## src/rtl/stream_fifo.sv

```systemverilog
// Synchronous stb/ack FIFO with a registered output stage, level, flags and synchronous flush.
// Optional high-water mark output o_hwm when STREAM_FIFO_HWM_EN is defined.
module stream_fifo #(
  parameter int unsigned WIDTH      = 8,
  parameter int unsigned DEPTH      = 16,
  parameter int unsigned AFULL_THR  = 12,
  parameter int unsigned AEMPTY_THR = 2,
  localparam int unsigned LW        = $clog2(DEPTH + 1)
) (
  input  logic             CLK,
  input  logic             RST,
  input  logic             i_flush,
  input  logic [WIDTH-1:0] i_data,
  input  logic             i_stb,
  output logic             i_ack,
  output logic [WIDTH-1:0] o_data,
  output logic             o_stb,
  input  logic             o_ack,
  output logic [LW-1:0]    o_level,
`ifdef STREAM_FIFO_HWM_EN
  output logic [LW-1:0]    o_hwm,
`endif
  output logic             o_full,
  output logic             o_empty,
  output logic             o_afull,
  output logic             o_aempty
);

  localparam int unsigned PW = $clog2(DEPTH);

  logic [WIDTH-1:0] mem [DEPTH];
  logic [PW-1:0]    wr_ptr;
  logic [PW-1:0]    rd_ptr;
  logic [LW-1:0]    ram_cnt;
  logic [LW-1:0]    ram_cnt_d;
  logic [LW-1:0]    level_d;
  logic             push;
  logic             pop;
  logic             load;

  // Full is strict: a pop in the same cycle never frees room for a write.
  assign push  = i_stb & ~o_full & ~i_flush & ~RST;
  assign i_ack = push;
  assign pop   = o_stb & o_ack & ~i_flush;
  assign load  = (ram_cnt != '0) & (~o_stb | o_ack) & ~i_flush;

  always_comb begin
    ram_cnt_d = ram_cnt;
    level_d   = o_level;
    if (i_flush) begin
      ram_cnt_d = '0;
      level_d   = '0;
    end else begin
      ram_cnt_d = ram_cnt + LW'(push) - LW'(load);
      level_d   = o_level + LW'(push) - LW'(pop);
    end
  end

  // Storage array is intentionally not reset.
  always_ff @(posedge CLK) begin
    if (push) mem[wr_ptr] <= i_data;
  end

  always_ff @(posedge CLK or posedge RST) begin
    if (RST) begin
      wr_ptr   <= '0;
      rd_ptr   <= '0;
      ram_cnt  <= '0;
      o_level  <= '0;
      o_stb    <= 1'b0;
      o_data   <= '0;
      o_full   <= 1'b0;
      o_empty  <= 1'b1;
      o_afull  <= 1'b0;
      o_aempty <= 1'b1;
    end else begin
      ram_cnt  <= ram_cnt_d;
      o_level  <= level_d;
      // Flags track the level register: decoded from its next value.
      o_full   <= (level_d == LW'(DEPTH));
      o_empty  <= (level_d == '0);
      o_afull  <= (level_d >= LW'(AFULL_THR));
      o_aempty <= (level_d <= LW'(AEMPTY_THR));
      if (i_flush) begin
        wr_ptr <= '0;
        rd_ptr <= '0;
        o_stb  <= 1'b0;
      end else begin
        if (push) wr_ptr <= wr_ptr + PW'(1);
        if (load) begin
          rd_ptr <= rd_ptr + PW'(1);
          o_data <= mem[rd_ptr];
          o_stb  <= 1'b1;
        end else if (pop) begin
          o_stb  <= 1'b0;
        end
      end
    end
  end

`ifdef STREAM_FIFO_HWM_EN
  // High-water mark follows the registered level one edge later.
  always_ff @(posedge CLK or posedge RST) begin
    if (RST) begin
      o_hwm <= '0;
    end else if (i_flush) begin
      o_hwm <= '0;
    end else if (o_level > o_hwm) begin
      o_hwm <= o_level;
    end
  end
`else
  // No high-water tracking in this build.
`endif

endmodule

```

## config.mk

```make
export PLATFORM = sky130hd
export DESIGN_NAME = stream_fifo
export DESIGN_NICKNAME = d
export VERILOG_FILES = /design/src/rtl/stream_fifo.sv
export SDC_FILE = /design/constraint.sdc
export NUM_CORES = 1
export LEC_CHECK = 0
export ABC_AREA = 1
export ABC_CLOCK_PERIOD_IN_PS = 2400
export CORE_MARGIN = 2
export CORE_UTILIZATION = 35
export CTS_BUF_LIST = sky130_fd_sc_hd__clkbuf_8
export DETAILED_ROUTE_END_ITERATION = 7
export HOLD_SLACK_MARGIN = 0.12
export PLACE_DENSITY = 0.49
export SLEW_MARGIN = 20
export SYNTH_ARGS = -nofsm -noshare
export SYNTH_HDL_FRONTEND = slang
export SYNTH_SLANG_ARGS = --single-unit
export TNS_END_PERCENT = 5
```

## constraint.sdc

```tcl
create_clock -name CLK -period 2.4 [get_ports CLK]
set_clock_uncertainty 0.2 [all_clocks]
set_input_delay 0.36 -clock CLK [delete_from_list [all_inputs] [get_ports CLK]]
set_output_delay 0.36 -clock CLK [all_outputs]
set_load 0.1 [all_outputs]
```

==> results.sh, run 1 <==
export IMPL_grt_overflow_total=0
export IMPL_clk_pin_slew_ns=0.09
export IMPL_swShare_pct=40.7
export IMPL_ys_seq_area_share_pct=64.2
export IMPL_yosys_cell_types_count=24
export IMPL_slew_headroom_pct=51.1
export IMPL_globalRouteTotalUtil_pct=16.4
export IMPL_finalHoldViolations=0
export IMPL_via_count=4923
export IMPL_p_int_uw=5430
export IMPL_critPathArrivalTime_ns=2.53
export IMPL_tightest_slew_ns=0.731
export IMPL_first_pass_iters=5
export IMPL_p_per_area_nw_per_um2=1070
export IMPL_syn_inst=726
export IMPL_outcome="complete, no violations"
export IMPL_synth_area_per_cell_um2=9.92
export IMPL_drv_cap=0
export IMPL_ios=32
export IMPL_yosysWarnings=0
export IMPL_p_leak_uw=0.00376
export IMPL_dp_hpwl_mm=10.8
export IMPL_final_area_um2=8550
export IMPL_coreArea_um2=20200
export IMPL_rsz0062_at_grt="yes"
export IMPL_die_h_um=147
export IMPL_endpoint_kind="flop"
export IMPL_post_route_util_pct=42.2
export IMPL_yosysTopAreaCell="edfxtp_1"
export IMPL_initial_core_util_pct=35.6
export IMPL_placed_cell_area_um2=8010
export IMPL_dieArea_um2=21700
export IMPL_power_frac_comb_pct=40.2
export IMPL_seq_power_share_pct=36.4
export IMPL_grt_pass1_wl_mm=27.1
export IMPL_grt_pass1_vias=5043
export IMPL_fin_nets=829
export IMPL_period_needed_ns=2.39
export IMPL_clock_path_buffers=2
export IMPL_avgRoutedWirePerCell_um=15.3
export IMPL_fp_dieW_um=147
export IMPL_via_per_inst=4.56
export IMPL_area_delta_synth_final_pct=18.7
export IMPL_synth_top_area_share_pct=53.4
export IMPL_rows=52
export IMPL_routabilityCongestion=0.771
export IMPL_port_buffers=31
export IMPL_setup_violations=0
export IMPL_root_buffer="clkbuf_8"
export IMPL_cts_max_level=4
export IMPL_ys_ff_latch=159
export IMPL_grt_antenna_before_repair=0
export IMPL_cts_tree="built"
export IMPL_drt_iter0_drc=294
export IMPL_clock_sinks=159
export IMPL_setup_slack_ns=0.00735
export IMPL_cp_max_fo=2
export IMPL_drive_above_1_share_pct=20.7
export IMPL_synthTopCellsByArea="edfxtp_1 (53%), nand2_1 (11%), dfrtp_1 (10%)"
export IMPL_fmax_mhz=418
export IMPL_p_clk_share_pct=23.4
export IMPL_period_share_pct=99.7
export IMPL_required_ns=2.54
export IMPL_final_setup_tns_ns=0
export IMPL_n_antenna_cell=0
export IMPL_syn_cell_area_um2=7200
export IMPL_cts_hold_buf=0
export IMPL_dp_slack_ns=-0.328
export IMPL_syn_num_nets=757
export IMPL_postRouteAntennaNets=0
export IMPL_grt_max_degree=35
export IMPL_crit_type="reg2reg"
export IMPL_power_switching_uw=3730
export IMPL_p_total_uw=9160
export IMPL_drv_slew=0
export IMPL_hold_path_class="in2async"
export IMPL_peakVddDrop_v=0.000557
export IMPL_drcViolationCount=0
export IMPL_cp_start_kind="flop"
export IMPL_routed_wl_mm=16.5
export IMPL_clk_latency_ns=0.45
export IMPL_cts_made_buffers=17
==> timing repair <==
item	4_1_cts	5_1_grt
buffers inserted	7	4
resized for setup	7	1
setup endpoints to repair	1	5
pin swaps	9	8
==> power groups by stage <==
stage	Sequential, uW	Combinational (uW)	Clock, uW
after detailed placement	3390	3530	0
after global placement	3390	3490	0
final	3340	3680	2140
after floorplan	4290	1820	0
after global routing	3360	4060	2300
after CTS	3340	3670	2190
==> layer usage <==
layer / vias to the layer above / share of wire [%] / track usage [%]
li1: 2453 / - / -
met2: 79 / 47 / 26.0
met4: 0 / 2.8 / 6.97
met3: 29 / 3.2 / 3.12
met1: 2362 / 47 / 22.1
met5: - / 0 / 0
==> sequential cells by signal (all words and copies together), names as in the netlist <==
signal,count
o_full,1
o_level,5
rd_ptr,4
mem,128
o_aempty,1
o_stb,1
wr_ptr,4
ram_cnt,5
o_data,8
o_afull,1
o_empty,1
==> synth_stat cells <==
cell,count
dfstp_2,2
inv_2,44
nand3_1,109
xor2_1,1
a21o_1,1
buf_1,1
buf_2,14
a21oi_1,7
dfrtp_1,29
nor3_1,1
inv_1,89
clkbuf_1,2
o21bai_1,1
ha_1,16
a31oi_1,2
nand4_1,1
nand2_1,220
nor2_1,33
edfxtp_1,128
buf_4,1
xnor2_1,1
fa_1,2
o21ai_1,11
buf_6,10
==> critical path, cell delays in order (launching register included) <==
cell and delay [ns]:
dfrtp_1 0.40, inv_2 0.09, ha_4 0.14, nand3_4 0.07
nand2_4 0.09, nor2_4 0.04, ha_4 0.25, inv_2 0.03
ha_4 0.15, fa_2 0.37, a21oi_2 0.13, o21bai_1 0.10
o21ai_1 0.15, a21oi_1 0.06
==> final timing paths <==
check	startpoint	endpoint	slack (ns)	depth (start not counted)
max	ram_cnt[2]$_DFF_PP0_	ram_cnt[4]$_DFF_PP0_	0.007	13
min	RST	wr_ptr[2]$_DFFE_PP0P_	0.16	3
max reg2reg	ram_cnt[2]$_DFF_PP0_	ram_cnt[4]$_DFF_PP0_	0.007	13
min reg2reg	o_data[0]$_DFFE_PP0P_	o_data[0]$_DFFE_PP0P_	0.29	2
max in group asynchronous	RST	o_stb$_DFFE_PP0P_	1.51	3
min in group CLK	o_data[0]$_DFFE_PP0P_	o_data[0]$_DFFE_PP0P_	0.29	2
==> layout make-up <==
type | count | area (um^2)
fillers | 1969 | 11700
flip-flops and latches | 159 | 4630
multi-input cells | 406 | 1990
repair buffers | 81 | 651
inverters | 133 | 515
well taps | 270 | 338
clock buffers | 17 | 234
clock inverters | 14 | 190
==> cell families (layout without fill, tap and decap cells) <==
family / Yosys count / after routing / synth area share [%]
compound gates: 22 / 22 / 1.63
xor+xnor: 2 / 2 / 0.243
flops: 159 / 159 / 64.2
buf+inv: 161 / 245 / 9.73
simple gates: 364 / 364 / 20.9
fa+ha+maj: 18 / 18 / 3.33
==> placed cells by master, fill, tap and decap left out, types with 2 or more instances in the layout <==
master	count
dfrtp_1	25
ha_1	12
clkbuf_8	17
nand2_1	218
nand2_4	2
ha_4	4
dfrtp_2	2
a31oi_1	2
dfstp_2	2
edfxtp_1	128
buf_4	68
o21ai_1	11
nand3_2	2
nor2_1	31
inv_6	3
a21oi_1	6
clkinv_1	2
dfrtp_4	2
inv_2	48
clkinvlp_4	3
fa_2	2
inv_1	83
bufinv_16	4
nand3_1	106
clkdlybuf4s50_1	12
==> stage by stage <==
stage          hold slack (ns)  std cells
3_3_place_gp             0.268       1038
5_1_grt                  0.200       1080
3_5_place_dp             0.270       1038
4_1_cts                  0.143       1076
6_report                 0.161       1080
2_1_floorplan          0.00455        726
(Power assumes the default switching activity.)
==> run 2: changes to the inputs <==
- ABC_CLOCK_PERIOD_IN_PS: 2400 -> 2200
- clock period: 2.4 -> 2.2 ns (I/O delays scaled with it)
==> results.sh, run 2 (same netlist as run 1, synthesis figures left out) <==
export IMPL_outcome="finished with violations"
export IMPL_violations="setup timing"
export IMPL_p_total_uw=9910
export IMPL_postRouteAntennaNets=0
export IMPL_hold_path_class="reg2reg"
export IMPL_grt_pass1_wl_mm=26.9
export IMPL_avgRoutedWirePerCell_um=15.4
export IMPL_first_pass_iters=4
export IMPL_routabilityCongestion=0.778
export IMPL_drv_slew=0
export IMPL_max_stage_delay_ns=0.50
export IMPL_p_leak_uw=0.00379
export IMPL_setup_violations=7
export IMPL_crit_path_top_delay_cell="dfrtp_4"
export IMPL_grt_antenna_before_repair=0
export IMPL_tightest_slew_ns=0.639
export IMPL_largestRegisters="mem (128), o_data (8)"
export IMPL_critPathMostFrequentCell="inv_2"
export IMPL_regMostFlops="mem"
export IMPL_fmax_mhz=434
export IMPL_largest_reg_flops=128
export IMPL_fin_nets=836
export IMPL_drcViolationCount=0
export IMPL_routed_wl_mm=16.8
export IMPL_n_antenna_cell=0
export IMPL_layout_common_cells="nand2_1 (217), edfxtp_1 (128), nand3_1 (105)"
export IMPL_required_ns=2.39
export IMPL_final_setup_tns_ns=-0.514
export IMPL_endpoint_kind="flop"
export IMPL_critPathArrivalTime_ns=2.49
export IMPL_dp_slack_ns=-0.463
export IMPL_dp_hpwl_mm=10.9
export IMPL_finalHoldViolations=0
export IMPL_via_per_inst=4.49
export IMPL_fp_dieW_um=147
export IMPL_p_per_area_nw_per_um2=1150
export IMPL_globalRouteTotalUtil_pct=16.5
export IMPL_rsz0062_at_grt="yes"
export IMPL_clock_path_buffers=2
export IMPL_cts_max_level=4
export IMPL_period_needed_ns=2.31
export IMPL_area_delta_synth_final_pct=19.8
export IMPL_drt_iter0_drc=341
export IMPL_via_count=4887
export IMPL_dieArea_um2=21700
export IMPL_setup_slack_ns=-0.107
export IMPL_final_area_um2=8630
export IMPL_die_h_um=147
export IMPL_initial_core_util_pct=35.6
export IMPL_cp_max_fo=4
export IMPL_cp_top_family="adder cells"
export IMPL_clk_latency_ns=0.44
export IMPL_grt_pass1_vias=4961
export IMPL_drive_above_1_share_pct=22.5
export IMPL_slew_headroom_pct=57.3
export IMPL_final_common_cell="nand2_1"
export IMPL_crit_type="reg2reg"
export IMPL_cts_tree="built"
export IMPL_grt_overflow_total=0
export IMPL_period_share_pct=105
export IMPL_coreArea_um2=20200
export IMPL_crit_chain="nand2_4 -> nor2_2 -> ha_1 -> inv_2 -> ha_4 -> inv_2 -> fa_2 -> inv_2 -> nand3_2 -> a21o_1 -> nand3_2 -> nand2_1 -> nor2_2"
export IMPL_holdWs_ns=0.295
export IMPL_cp_num_buf_inv=3
export IMPL_clk_pin_slew_ns=0.09
export IMPL_clock_sinks=159
export IMPL_peakVddDrop_v=0.000533
export IMPL_fill_cells=1972
export IMPL_grt_max_degree=67
export IMPL_port_buffers=31
export IMPL_placed_cell_area_um2=8150
export IMPL_ios=32
export IMPL_cts_made_buffers=17
export IMPL_root_buffer="clkbuf_8"
export IMPL_rows=52
export IMPL_drv_cap=0
export IMPL_cp_start_kind="flop"
[run 2: cell count changes in the layout (fill, tap and decap cells not counted), sizes merged]
cell,before,now
buf,69,75
bufinv,5,3
dlygate4sd3,0,1
clkinv,4,5
clkinvlp,3,5
[run 2: metal layers]
layer,vias up,global-route usage (%),share of wire (%)
li1,2475,-,-
met1,2301,22.1,45
met2,99,26.6,48
met3,12,3.18,5.0
met4,0,6.35,1.5
met5,-,0,0
[run 2: worst register-to-register path, delay by kind of cell (launching register included)]
| family | cells | cell delay (ns) |
|---|---|---|
| AND/OR/NAND/NOR | 6 | 0.43 |
| adder cells (fa/ha/maj) | 3 | 0.77 |
| AO/OA/AOI/OAI | 1 | 0.17 |
| flip-flops | 1 | 0.50 |
| buffers and inverters | 3 | 0.19 |
[run 2: worst paths after layout]
check	startpoint	to	slack [ns]	cells past startpoint
worst max-delay path	o_stb$_DFFE_PP0P_	o_aempty$_DFF_PP1_	-0.11	13
worst min-delay path	o_data[4]$_DFFE_PP0P_	o_data[4]$_DFFE_PP0P_	0.30	2
worst max register to register	o_stb$_DFFE_PP0P_	o_aempty$_DFF_PP1_	-0.11	13
worst min register to register	o_data[4]$_DFFE_PP0P_	o_data[4]$_DFFE_PP0P_	0.30	2
max in group asynchronous	RST	o_full$_DFF_PP0_	0.79	4
min in group asynchronous	RST	o_stb$_DFFE_PP0P_	0.68	4
[run 2: what timing repair did]
| item | 4_1_cts | 5_1_grt |
|---|---|---|
| pin swaps | 9 | 7 |
| gates resized for setup | 6 | 11 |
| setup endpoints to repair | 9 | 9 |
| hold buffers | 1 | 0 |
| buffers inserted | 2 | 1 |
| endpoints found under the hold margin | 14 | 0 |
[run 2: per-stage QoR]
step,utilization [%],instances
final,42.7,1088
after floorplan,-,726
after detailed placement,40.3,1052
after CTS,42.4,1087
after global placement,40.3,1052
after global routing,42.7,1088
[run 2: area by class of cell]
class	count	area [um^2]	share of cell area, %
Sequential cell	159	4630	53.7
Multi-Input combinational cell	406	2020	23.4
Timing Repair Buffer	88	731	8.46
Inverter	133	515	5.97
Tap cell	270	338	3.91
Clock buffer	17	234	2.71
Clock inverter	15	161	1.87
[run 2: report_power, final]
group | internal [uW] | switching [uW] | leakage [uW]
Combinational | 1270 | 2830 | 0.00206
Sequential | 3490 | 163 | 0.00154
Clock | 1020 | 1130 | 0.000184
